==> src/rtl/ws281x_pkg.sv <==
// -----------------------------------------------------------------------------
// ws281x_pkg
// Shared definitions for the WS281X branch sequencer:
//   - sequencer state encoding (WAIT_SYNC, LATCH, RUN, DRAIN)
//   - default geometry (branch count, select width, length width, reset length)
//   - ESC_NEXT_BRANCH, the in-band node value that forces a branch advance
//     when the build defines WS281X_ESC_ADVANCE_EN
// -----------------------------------------------------------------------------
package ws281x_pkg;

   localparam int NUM_BR_DEF  = 16;
   localparam int SEL_W_DEF   = 4;
   localparam int LEN_W_DEF   = 12;
   localparam int DEF_LEN_DEF = 50;

   typedef enum logic [1:0] {
      WAIT_SYNC = 2'd0,
      LATCH     = 2'd1,
      RUN       = 2'd2,
      DRAIN     = 2'd3
   } seq_state_e;

   localparam logic [23:0] ESC_NEXT_BRANCH = 24'h010203;

endpackage : ws281x_pkg

==> src/rtl/ws281x_len_table.sv <==
// -----------------------------------------------------------------------------
// ws281x_len_table
// Per-branch length table: NUM_BR entries of LEN_W bits, every entry resets to
// DEF_LEN. One synchronous write port, one combinational read port (indexed by
// the current branch select) and a nonzero mask used by the branch search.
//
// Ports:
//   Clock      in   system clock, rising edge
//   nReset     in   asynchronous active-low reset
//   wr_en_i    in   write enable
//   wr_addr_i  in   entry to write; addresses >= NUM_BR are dropped
//   wr_data_i  in   new length (0 = branch skipped)
//   rd_addr_i  in   entry to read
//   rd_len_o   out  length of entry rd_addr_i
//   nz_mask_o  out  bit i set when entry i is nonzero
// -----------------------------------------------------------------------------
module ws281x_len_table
   import ws281x_pkg::*;
#(
   parameter int NUM_BR  = NUM_BR_DEF,
   parameter int SEL_W   = SEL_W_DEF,
   parameter int LEN_W   = LEN_W_DEF,
   parameter int DEF_LEN = DEF_LEN_DEF
) (
   input  logic              Clock,
   input  logic              nReset,
   input  logic              wr_en_i,
   input  logic [SEL_W-1:0]  wr_addr_i,
   input  logic [LEN_W-1:0]  wr_data_i,
   input  logic [SEL_W-1:0]  rd_addr_i,
   output logic [LEN_W-1:0]  rd_len_o,
   output logic [NUM_BR-1:0] nz_mask_o
);

   logic [LEN_W-1:0] len_q [NUM_BR];

   always_ff @(posedge Clock or negedge nReset) begin
      if (!nReset) begin
         for (int i = 0; i < NUM_BR; i++) begin
            len_q[i] <= LEN_W'(DEF_LEN);
         end
      end else if (wr_en_i && (int'(wr_addr_i) < NUM_BR)) begin
         len_q[wr_addr_i] <= wr_data_i;
      end
   end

   // Out-of-range select (only possible when NUM_BR < 2**SEL_W) reads as a
   // skipped branch.
   assign rd_len_o = (int'(rd_addr_i) < NUM_BR) ? len_q[rd_addr_i] : '0;

   for (genvar gi = 0; gi < NUM_BR; gi++) begin : g_nz
      assign nz_mask_o[gi] = |len_q[gi];
   end

endmodule : ws281x_len_table

==> src/rtl/ws281x_branch_sequencer.sv <==
// -----------------------------------------------------------------------------
// ws281x_branch_sequencer
// Decides which branch string of the WS281X splitter receives incoming nodes.
// A latch interval (SyncIn high) starts a frame; on its release the first
// nonzero-length branch is selected. Each completed node is counted against
// that branch's length; when the branch is full the select moves upward to
// the next nonzero branch, and after the last one FrameDone pulses and the
// demux is disabled. Nodes arriving after frame completion set Overflow.
//
// Build option: define WS281X_ESC_ADVANCE_EN to make a node equal to
// ESC_NEXT_BRANCH jump to the next branch immediately (that node is not
// counted). Without it Node is ignored.
//
// Ports:
//   Clock      in   system clock, rising edge
//   nReset     in   asynchronous active-low reset
//   NodeValid  in   one-cycle strobe, a 24-bit node was completed
//   Node       in   completed node value (escape detection only)
//   SyncIn     in   high while the latch interval is detected
//   CfgWe      in   length-table write enable
//   CfgAddr    in   branch index to write
//   CfgData    in   branch length in nodes (0 = skipped)
//   BranchSel  out  current branch index for the demux
//   BranchEn   out  demux enable
//   NodeIndex  out  nodes already delivered to the current branch
//   FrameDone  out  one-cycle pulse when the last enabled branch is filled
//   Overflow   out  sticky, nodes arrived after frame completion
// -----------------------------------------------------------------------------
module ws281x_branch_sequencer
   import ws281x_pkg::*;
#(
   parameter int NUM_BR  = NUM_BR_DEF,
   parameter int SEL_W   = SEL_W_DEF,
   parameter int LEN_W   = LEN_W_DEF,
   parameter int DEF_LEN = DEF_LEN_DEF
) (
   input  logic             Clock,
   input  logic             nReset,
   input  logic             NodeValid,
   input  logic [23:0]      Node,
   input  logic             SyncIn,
   input  logic             CfgWe,
   input  logic [SEL_W-1:0] CfgAddr,
   input  logic [LEN_W-1:0] CfgData,
   output logic [SEL_W-1:0] BranchSel,
   output logic             BranchEn,
   output logic [LEN_W-1:0] NodeIndex,
   output logic             FrameDone,
   output logic             Overflow
);

   seq_state_e       state_q, state_d;
   logic [SEL_W-1:0] sel_q,   sel_d;
   logic             en_q,    en_d;
   logic [LEN_W-1:0] idx_q,   idx_d;
   logic             done_q,  done_d;
   logic             ovf_q,   ovf_d;

   logic [LEN_W-1:0]  cur_len;
   logic [NUM_BR-1:0] nz_mask;

   ws281x_len_table #(
      .NUM_BR  (NUM_BR),
      .SEL_W   (SEL_W),
      .LEN_W   (LEN_W),
      .DEF_LEN (DEF_LEN)
   ) u_len_table (
      .Clock     (Clock),
      .nReset    (nReset),
      .wr_en_i   (CfgWe),
      .wr_addr_i (CfgAddr),
      .wr_data_i (CfgData),
      .rd_addr_i (sel_q),
      .rd_len_o  (cur_len),
      .nz_mask_o (nz_mask)
   );

   // Priority searches over the nonzero mask. Scanning downward lets the
   // lowest matching index overwrite earlier hits.
   logic             first_found;
   logic [SEL_W-1:0] first_idx;
   logic             next_found;
   logic [SEL_W-1:0] next_idx;

   always_comb begin
      first_found = 1'b0;
      first_idx   = '0;
      next_found  = 1'b0;
      next_idx    = '0;
      for (int i = NUM_BR - 1; i >= 0; i--) begin
         if (nz_mask[i]) begin
            first_found = 1'b1;
            first_idx   = SEL_W'(i);
         end
         if (nz_mask[i] && (i > int'(sel_q))) begin
            next_found = 1'b1;
            next_idx   = SEL_W'(i);
         end
      end
   end

   // One extra bit so the compare is exact even at the maximum length. Using
   // >= means a length shrunk below the current count (including 0) ends the
   // branch on the very next node.
   logic [LEN_W:0]   idx_plus1;
   logic             branch_full;
   logic [LEN_W-1:0] idx_sat;

   assign idx_plus1   = {1'b0, idx_q} + 1'b1;
   assign branch_full = (idx_plus1 >= {1'b0, cur_len});
   assign idx_sat     = (&idx_q) ? idx_q : idx_plus1[LEN_W-1:0];

   logic esc_hit;
`ifdef WS281X_ESC_ADVANCE_EN
   assign esc_hit = (Node == ESC_NEXT_BRANCH);
`else
   logic unused_node;
   assign esc_hit     = 1'b0;
   assign unused_node = ^Node;
`endif

   always_comb begin
      state_d = state_q;
      sel_d   = sel_q;
      en_d    = en_q;
      idx_d   = idx_q;
      done_d  = 1'b0;
      ovf_d   = ovf_q;

      case (state_q)
         WAIT_SYNC: begin
            en_d = 1'b0;
            if (SyncIn) begin
               state_d = LATCH;
               idx_d   = '0;
               ovf_d   = 1'b0;
            end
         end

         LATCH: begin
            en_d  = 1'b0;
            idx_d = '0;
            // SyncIn low here is the 1->0 edge: LATCH is only entered with it high.
            if (!SyncIn) begin
               if (first_found) begin
                  state_d = RUN;
                  sel_d   = first_idx;
                  en_d    = 1'b1;
               end else begin
                  state_d = DRAIN;
                  done_d  = 1'b1;
               end
            end
         end

         RUN: begin
            // Sync takes priority over a node in the same cycle.
            if (SyncIn) begin
               state_d = LATCH;
               en_d    = 1'b0;
               idx_d   = '0;
               ovf_d   = 1'b0;
            end else if (NodeValid) begin
               if (esc_hit || branch_full) begin
                  if (next_found) begin
                     sel_d = next_idx;
                     idx_d = '0;
                  end else begin
                     state_d = DRAIN;
                     en_d    = 1'b0;
                     done_d  = 1'b1;
                  end
               end else begin
                  idx_d = idx_sat;
               end
            end
         end

         DRAIN: begin
            en_d = 1'b0;
            if (SyncIn) begin
               state_d = LATCH;
               idx_d   = '0;
               ovf_d   = 1'b0;
            end else if (NodeValid) begin
               ovf_d = 1'b1;
            end
         end

         default: begin
            state_d = WAIT_SYNC;
            en_d    = 1'b0;
         end
      endcase
   end

   always_ff @(posedge Clock or negedge nReset) begin
      if (!nReset) begin
         state_q <= WAIT_SYNC;
         sel_q   <= '0;
         en_q    <= 1'b0;
         idx_q   <= '0;
         done_q  <= 1'b0;
         ovf_q   <= 1'b0;
      end else begin
         state_q <= state_d;
         sel_q   <= sel_d;
         en_q    <= en_d;
         idx_q   <= idx_d;
         done_q  <= done_d;
         ovf_q   <= ovf_d;
      end
   end

   assign BranchSel = sel_q;
   assign BranchEn  = en_q;
   assign NodeIndex = idx_q;
   assign FrameDone = done_q;
   assign Overflow  = ovf_q;

endmodule : ws281x_branch_sequencer

==> config.mk <==
export PLATFORM = sky130hd
export DESIGN_NAME = ws281x_branch_sequencer
export DESIGN_NICKNAME = d
export VERILOG_FILES = /design/src/rtl/ws281x_pkg.sv /design/src/rtl/ws281x_len_table.sv /design/src/rtl/ws281x_branch_sequencer.sv
export SDC_FILE = /design/constraint.sdc
export NUM_CORES = 1
export LEC_CHECK = 0
export CORE_UTILIZATION = 65
export CTS_CLUSTER_DIAMETER = 80
export CTS_CLUSTER_SIZE = 25
export DETAILED_ROUTE_END_ITERATION = 10
export HOLD_SLACK_MARGIN = 0.05
export PLACE_DENSITY_LB_ADDON = 0.15
export SYNTH_ARGS = -nofsm -noshare
export SYNTH_HDL_FRONTEND = slang
export SYNTH_SLANG_ARGS = --single-unit
export TNS_END_PERCENT = 5
==> constraint.sdc <==
create_clock -name Clock -period 7.2 [get_ports Clock]
set_input_delay 1.44 -clock Clock [delete_from_list [all_inputs] [get_ports Clock]]
set_output_delay 1.44 -clock Clock [all_outputs]
set_load 0.1 [all_outputs]
* Word-level counts from Yosys, hierarchy flattened *
Index checks and enable logic that the tools add are counted.
Widths: inputs -> output; s select.

storage, ports and cells
  register bits after elaboration = 213
  input port bits = 45
  output and inout port bits = 19
  logic and storage cells = 212

cells by class
  add/sub/neg operators = 1
  magnitude comparators = 19
  equality and inequality tests = 17
  muxes and demuxes = 108
  bitwise gates (word level) = 2
  reductions and logical operators = 43

operators with widths
  operator               number
  $bwmux 192             1
  $reduce_or 12->1       16
  $mux 4                 37
  $mux 12                9
  $bmux 12 s4            1
  $demux 12 s4           1
  $mux 1                 47
  $pmux 12 s3            1
  $gt 4x4->1 const A     8
  $gt 3x4->1 const A     4
  $logic_and 1x1->1      16
  $add 12x1->13 const B  1
  $ge 13x12->1           1
  $mux 2                 6
  $ne 2x2->1 const B     6
  $ne 3x3->1 const B     4
  $reduce_and 12->1      1
  $ge 5x5->1 const B     2
  $not 4->5              2
  $gt 2x4->1 const A     2
  $ne 4x4->1 const B     2
  $pmux 4 s2             1
  $reduce_and 7->1       1
  $pmux 2 s3             1
  13 further kinds       19

* Logic depth before layout (Yosys ltp) *
Gate-level depths: netlist of the first run.

  depth in word-level cells = 22
  mapped depth = 15
  gate-level depth less buffers = 12

* By module *
A second synthesis of the first run with hierarchy kept.

second synthesis, totals
  cells, all modules = 881
  area total of the unflattened synthesis = 11362.1 um^2

modules (own cells, without submodules)
  module                   times used  cells an instance  area an instance (um^2)  sequential area each (um^2)
  ws281x_len_table         1           602                9173.8                   4864.7
  ws281x_branch_sequencer  1           279                2188.3                   525.5

* Worst setup path before layout of the first run *
No wires, ideal clock.

  path type = register to register
  from = reg sel_q[1], in the netlist BranchSel[1]
  to = reg idx_q[4], in the netlist NodeIndex[4]
  setup time = 0.078 ns
  arrival = 4.617 ns
  data required time = 7.122 ns
  slack = 2.505 ns
  cell stages (with the launch flop) = 14
  buffers on the path = 3
  clock period less this slack = 4.695 ns
  cell sequence = dfrtp_1 clkbuf_1 clkbuf_1 clkbuf_1 mux4_2 mux4_2 ha_1 nand2b_1 a2111oi_0 o311ai_1 a21oi_2 o41ai_2 or4_1 a21oi_1

between the ends
  longest elaborated chain between the ends = 19

ends and longest elaborated chain
  item                               line                            source
  start: declaration                 ws281x_branch_sequencer.sv:53   logic [SEL_W-1:0] sel_q, sel_d;
  start signal: assignment           ws281x_branch_sequencer.sv:207  sel_q <= sel_d;
  $gt 4x4->1                         ws281x_branch_sequencer.sv:95   if (nz_mask[i] && (i > int'(sel_q))) begin
  $logic_and 1x1->1                  ws281x_branch_sequencer.sv:95
  $mux 1 (15 in a row)               ws281x_branch_sequencer.sv:95
  $ne 4x4->1 (no source line)        -
  $reduce_and 4->1 (no source line)  -
  end signal: assignment             ws281x_branch_sequencer.sv:209  idx_q <= idx_d;
  end: declaration                   ws281x_branch_sequencer.sv:55   logic [LEN_W-1:0] idx_q, idx_d;

Several ways; a longest one is shown, not always the timed one. The select of a mux whose other input is x is not followed.
A chain may end at the register's enable or synchronous reset.

* Final worst setup path of the first run *
  from = reg sel_q[0], in the netlist BranchSel[0]
  to = reg idx_q[4], in the netlist NodeIndex[4]

Same word-level chain as after synthesis.

==> results of run 1 <==
## worst reg2reg max path, stage by stage, from the launching register on
cell and delay (ns):
dfrtp_4 0.89, buf_4 0.41, mux4_2 0.54, mux4_2 0.48
inv_1 0.11, ha_1 0.25, a21o_1 0.19, a211oi_1 0.42
o311ai_1 0.26, a21oi_2 0.47, o41ai_2 0.28, or4_1 0.54
a21oi_1 0.15
## worst paths after layout
| path | slack (ns) | from | end |
|---|---|---|---|
| max in group asynchronous | 4.89 | nReset | u_len_table.len_q[105]$_DFFE_PN0P_ |
| hold / removal | 0.54 | Overflow$_DFFE_PN0P_ | Overflow$_DFFE_PN0P_ |
| min in group asynchronous | 0.98 | nReset | u_len_table.len_q[144]$_DFFE_PN0P_ |
| setup reg to reg | 2.14 | BranchSel[0]$_DFFE_PN0P_ | NodeIndex[4]$_DFFE_PN0P_ |
| setup / recovery | 2.14 | BranchSel[0]$_DFFE_PN0P_ | NodeIndex[4]$_DFFE_PN0P_ |
| hold reg to reg | 0.54 | Overflow$_DFFE_PN0P_ | Overflow$_DFFE_PN0P_ |
## layout by cell type, fill, tap and decap left out, types with 5 or more instances in the layout
master / instances
clkbuf_16: 14
nand4_1: 14
a21oi_1: 21
o211ai_1: 9
and3_1: 11
mux4_2: 59
nand3_1: 27
dfstp_2: 48
nor4_2: 19
o21ai_0: 12
or3_1: 5
ha_1: 17
clkdlybuf4s50_1: 38
nor2_1: 32
xnor2_1: 6
a31oi_1: 7
nand2_1: 25
inv_1: 19
nand2b_1: 6
dfrtp_1: 163
mux2_2: 192
buf_4: 7
nor3_1: 5
nor4_1: 28
## metal layers
metal | wire length [µm] | up-vias | global-route usage
met5 | 0 | - | 0
met4 | 1020 | 0 | 0.1117
met3 | 2099 | 60 | 0.06719
met2 | 13920 | 378 | 0.5484
met1 | 11460 | 4033 | 0.4419
li1 | - | 3329 | -
## cells in the mapped netlist (all sizes together) (4+ instances only)
cell    count  area share
mux4       60        0.12
nor4       51       0.043
nor2       32       0.010
inv        20      0.0066
nand3      28       0.013
or2         5      0.0027
or3         5      0.0027
mux2      195        0.19
o211ai      9      0.0059
buf        10      0.0039
a21o        4      0.0026
dfrtp     165        0.36
nand2      26      0.0087
nand2b      6      0.0033
nor3        5      0.0022
and3       11      0.0060
clkbuf     43       0.014
ha         17       0.019
a31oi       7      0.0038
a21oi      22      0.0099
o21ai      16      0.0070
nand4      14      0.0076
xnor2       6      0.0046
nand3b      4      0.0026
dfstp      48        0.11
## through the flow
step | area, µm² | hold WS, ns | utilization | power [mW]
finish | 12420 | 0.5429 | 0.7203 | 4.186
global route | 12420 | 0.5661 | 0.7203 | 4.379
global placement | 11980 | 0.4913 | 0.6953 | 3.284
detailed placement | 11980 | 0.5180 | 0.6953 | 3.364
CTS | 12420 | 0.5430 | 0.7203 | 4.177
floorplan | 11460 | 0.4951 | - | 2.892
## logic make-up after synthesis
kind of cell,after synthesis
AND/OR/NAND/NOR,199
XOR/XNOR,9
adder cells (fa/ha/maj),17
flip-flops,213
multiplexers,255
AO/OA/AOI/OAI,94
buffers and inverters,74
## sequential cells by signal, summed over array words and instances (netlist names)
| signal | cells |
|---|---|
| Overflow | 1 |
| state_q | 2 |
| BranchEn | 1 |
| FrameDone | 1 |
| BranchSel | 4 |
| u_len_table.len_q | 192 |
| NodeIndex | 12 |
## layout make-up
class | instances | area, µm²
clock buffer | 16 | 367.9
clock inverter | 5 | 63.81
fill | 1131 | 4821
inverter | 21 | 78.83
multi-input combinational | 574 | 5782
sequential | 213 | 5395
tap | 225 | 281.5
timing repair buffer | 46 | 446.7
## power breakdown
part / internal (mW) / switching, mW / leakage [nW]
Clock: 0.409 / 0.408 / 0.214
Sequential: 1.51 / 0.340 / 2.55
Combinational: 0.758 / 0.758 / 2.15
==> run summary, run 1 <==
Status: completed
PwrDens: 337.2 mW/mm²
Proportion of synthesized flip-flops having asynchronous set or reset: 1.000
Primary FF master, synth: dfrtp_1
Simple-gate share of the synthesized area: 0.1119
Global Route Usage Sum: 0.3319
EDFF count, synth: 0
Hold Fails Final Rpt: 0
Hold path depth: 2
Final period util: 0.7030
Synth warn: 0
Clk_lat worst skew: 0.48 ns
Setup WS pre-CTS: 2.235 ns
# setup viols final: 0
Cell family with most CP delay: compound AO/OA/AOI/OAI gates
Antenna Nets Post-Route: 0
Synth Area in XOR/XNOR: 0.006880
# rows: 48
Yosys reg bits: 213
Starting DRT DRC Count: 673
Worst path depth: 12
Avg Cell Area, Syn: 13.31 µm²
Die ar.: 0.01816 mm²
Final RePlAce weighted congestion: 1.046
Instance count of the mapped netlist: 861
Hold crit path type: flip-flop to flip-flop
Max-slew violations: 0
Drt pass-1 iters: 6
Largest family of logic cells by synthesized area: multiplexers
Syn_nets: 923
Nets@finish: 931
Longest Clk Path Bufs: 3
Kind of critical path: flip-flop to flip-flop
R2r worst-path depth: 12
Clock transition at the registers of the reported paths: 0.09 ns
Initial Utilization: 0.6647
Skew final: 0.02357 ns
CORE AREA: 0.01724 mm²
GRT overflow: 0
Cts bufs inserted: 13
Port Buffers: 39
Max Clk Rate: 197.6 MHz
Root Driver: clkbuf_16
Post-CTS sizing: 0
Setup TNS: 0 ns
Die height: 134.8 µm
Post-synthesis cell type count: 70
CP endpoint kind: flip-flop
Mapped Area: 0.01146 mm²
Sink Count: 213
N_diodes: 0
CTS tree: yes
Post-Route WL: 28.50 mm
Die width: 134.8 µm
Max H-tree Level: 1
Via count: 7,800
I/O pin count: 64
Leakage: 4.906 nW
Fin crit period: 5.062 ns
RSZ-0062 raised after global routing: no
Number of global-route vias before repair: 7,940
Slowest cell on the critical path: dfrtp_4
Final worst setup slack: 2.138 ns
Hpwl dp: 20.89 mm
CP Data Arrival Time: 5.46 ns
Worst Path Required: 7.60 ns
Max Cap Viol: 0
Slew Limit Headroom: 0.1808
Wirelength per Cell: 25.91 µm
Antenna violations before repair: 0
Ratio of cells with drive above 1 in the final layout: 0.4171
Post-Synth Adder-Cell Area: 0.01857
Post-CTS Hold Buffers: 0
Crit path largest cell delay: 0.89 ns
Via density: 7.091
Most frequent CP cell: mux4_2
Postcts setup bufs: 0
Buf/Inv on CP: 2
Slew @ Worst Pin: 1.224 ns
Synthesis-to-finish area growth: 8.366%
First-pass GRT wire length: 45.33 mm
DRC: 0
Largest net degree at the start of global routing: 90
Non-filler cells, final: 1,100
Cell count after placement: 1,079
Synth Area in Compound Gates: 0.05668
Peak VDD IR: 0.2470 mV
Mux contribution to synthesized area: 0.3106
Post-synthesis sequential area ratio: 0.4705
Worst-path maximum fanout: 40
Worst-path cell chain: buf_4, mux4_2, mux4_2, inv_1, ha_1, a21o_1, a211oi_1, o311ai_1, a21oi_2, o41ai_2, or4_1, a21oi_1
CP startpoint kind: flip-flop
Power figures use the tool's default switching activity.
==> inputs of run 2 (changes only) <==
CORE_UTILIZATION = 60   (was 65)
clock period = 5.05 ns   (was 7.2 ns; I/O delays follow)
==> run summary, run 2 (same netlist as run 1, synthesis figures left out) <==
Status: completed
Hold crit path type: flip-flop to flip-flop
Number of global-route vias before repair: 7,932
First-pass GRT wire length: 47.95 mm
Clk_lat worst skew: 0.47 ns
GRT overflow: 0
Met2 wire length: 14.93 mm
Post-CTS sizing: 0
Slowest cell on the critical path: o41ai_2
Worst hold start: Overflow$_DFFE_PN0P_
Placed inst area: 0.01211 mm²
Max reg flops: 192
CP startpoint: BranchSel[0]$_DFFE_PN0P_
Hold Fails Final Rpt: 0
Clock power frac: 0.178
Via count: 7,804
Final instance area: 0.01248 mm²
Nets@finish: 941
# rows: 50
CP Data Arrival Time: 4.98 ns
Cell family with most CP delay: compound AO/OA/AOI/OAI gates
Drt pass-1 iters: 5
R2R Setup Slk: 0.44 ns
CP startpoint kind: flip-flop
Starting DRT DRC Count: 675
Max Cap Viol: 0
Sequential power share: 0.446
Setup TNS: 0 ns
Most frequent cells in the layout: mux2_2, dfrtp_1, mux4_2
N_diodes: 0
Internal power: 3.755 mW
Top routing layer in use: met4
Max-slew violations: 0
PwrDens: 474.7 mW/mm²
CTS tree: yes
Antenna Nets Post-Route: 0
Clock transition at the registers of the reported paths: 0.09 ns
Hpwl dp: 22.24 mm
Initial Utilization: 0.6125
Met3 wire len: 1.963 mm
Antenna violations before repair: 0
Worst flop-to-flop path startpoint: BranchSel[0]$_DFFE_PN0P_
Fin crit period: 4.606 ns
Crit path largest cell delay: 0.98 ns
Postcts setup bufs: 0
R2r worst-path depth: 10
Peak VDD IR: 0.2902 mV
Die height: 140.2 µm
Longest Clk Path Bufs: 3
Leakage: 4.932 nW
Final RePlAce weighted congestion: 0.9354
Comb power frac: 0.376
Via density: 6.980
FF-to-FF End: NodeIndex[4]$_DFFE_PN0P_
Wirelength per Cell: 27.22 µm
Cts bufs inserted: 13
Switching share of power: 0.3660
Ratio of cells with drive above 1 in the final layout: 0.4219
Worst-path maximum fanout: 35
Post-Route WL: 30.43 mm
Max Clk Rate: 217.1 MHz
I/O pin count: 64
Register with the most flip-flops: u_len_table.len_q
CP endpoint kind: flip-flop
Slew @ Worst Pin: 1.460 ns
Hold endpoint: Overflow$_DFFE_PN0P_
CORE AREA: 0.01871 mm²
Buf/Inv on CP: 0
Synthesis-to-finish area growth: 8.889%
Switching pwr: 2.167 mW
Global Route Usage Sum: 0.3253
Slew Limit Headroom: 0.02319
Skew final: 0.01249 ns
Root Driver: clkbuf_16
Largest net degree at the start of global routing: 115
Worst-path cell chain: mux4_1, mux4_2, ha_1, nand2b_1, a2111oi_0, o311ai_1, a21oi_2, o41ai_2, o21ai_0, a21oi_1
Post-CTS Hold Buffers: 0
DRT met1 WL: 12.78 mm
Die width: 140.2 µm
Hold path depth: 2
Final period util: 0.9120
Sink Count: 213
Port Buffers: 39
Worst Path Required: 5.43 ns
Max H-tree Level: 1
Most common cell after layout, fill and taps aside: mux2_2
Kind of critical path: flip-flop to flip-flop
Die ar.: 0.01965 mm²
RSZ-0062 raised after global routing: no
DRC: 0
# setup viols final: 0
run 2: layout make-up:
cell class | count | area (µm²)
fillers | 1350 | 6230
multi-input cells | 574 | 5782
flip-flops and latches | 213 | 5395
repair buffers | 56 | 559.3
clock buffers | 15 | 332.8
well taps | 234 | 292.8
inverters | 21 | 78.83
clock inverters | 5 | 35.03
run 2: per-stage QoR:
stage,utilization,hold WS [ns],power [mW],worst slack (ns),instances
5_1_grt,0.6670,0.5585,6.209,0.1401,1118
3_3_place_gp,0.6473,0.5065,4.800,0.5707,1098
6_report,0.6670,0.5396,5.922,0.4445,1118
4_1_cts,0.6670,0.5349,5.929,0.4413,1118
3_5_place_dp,0.6473,0.5127,4.882,0.5174,1098
2_1_floorplan,-,0.4951,4.123,0.3550,861
run 2: worst max-delay path by stage:
| stage | end | slack, ns | depth (start not counted) |
|---|---|---|---|
| after CTS | NodeIndex[4]$_DFFE_PN0P_ | 0.44 | 10 |
| after global routing | NodeIndex[4]$_DFFE_PN0P_ | 0.14 | 10 |
| after global placement | NodeIndex[4]$_DFFE_PN0P_ | 0.57 | 10 |
| after detailed placement | NodeIndex[4]$_DFFE_PN0P_ | 0.52 | 10 |
| final | NodeIndex[4]$_DFFE_PN0P_ | 0.44 | 10 |
| after floorplan | NodeIndex[4]$_DFFE_PN0P_ | 0.36 | 13 |
run 2: routing by layer:
| layer | vias to the layer above | track usage |
|---|---|---|
| met4 | 0 | 0.07692 |
| met5 | - | 0 |
| li1 | 3353 | - |
| met2 | 283 | 0.5413 |
| met3 | 44 | 0.05504 |
| met1 | 4124 | 0.4500 |
run 2: worst min-delay path: cells and delay by family, from the launching register on:
| family | cells | cell delay [ns] |
|---|---|---|
| compound gates | 1 | 0.06 |
| flops | 1 | 0.39 |
| simple gates | 1 | 0.06 |
run 2: power groups by stage:
| stage | combinational (mW) | sequential (mW) | clock (mW) |
|---|---|---|---|
| 6_report | 2.23 | 2.64 | 1.05 |
| 5_1_grt | 2.38 | 2.70 | 1.12 |
| 4_1_cts | 2.23 | 2.63 | 1.07 |
| 3_5_place_dp | 2.22 | 2.66 | 0 |
| 3_3_place_gp | 2.17 | 2.63 | 0 |
| 2_1_floorplan | 1.55 | 2.58 | 0 |
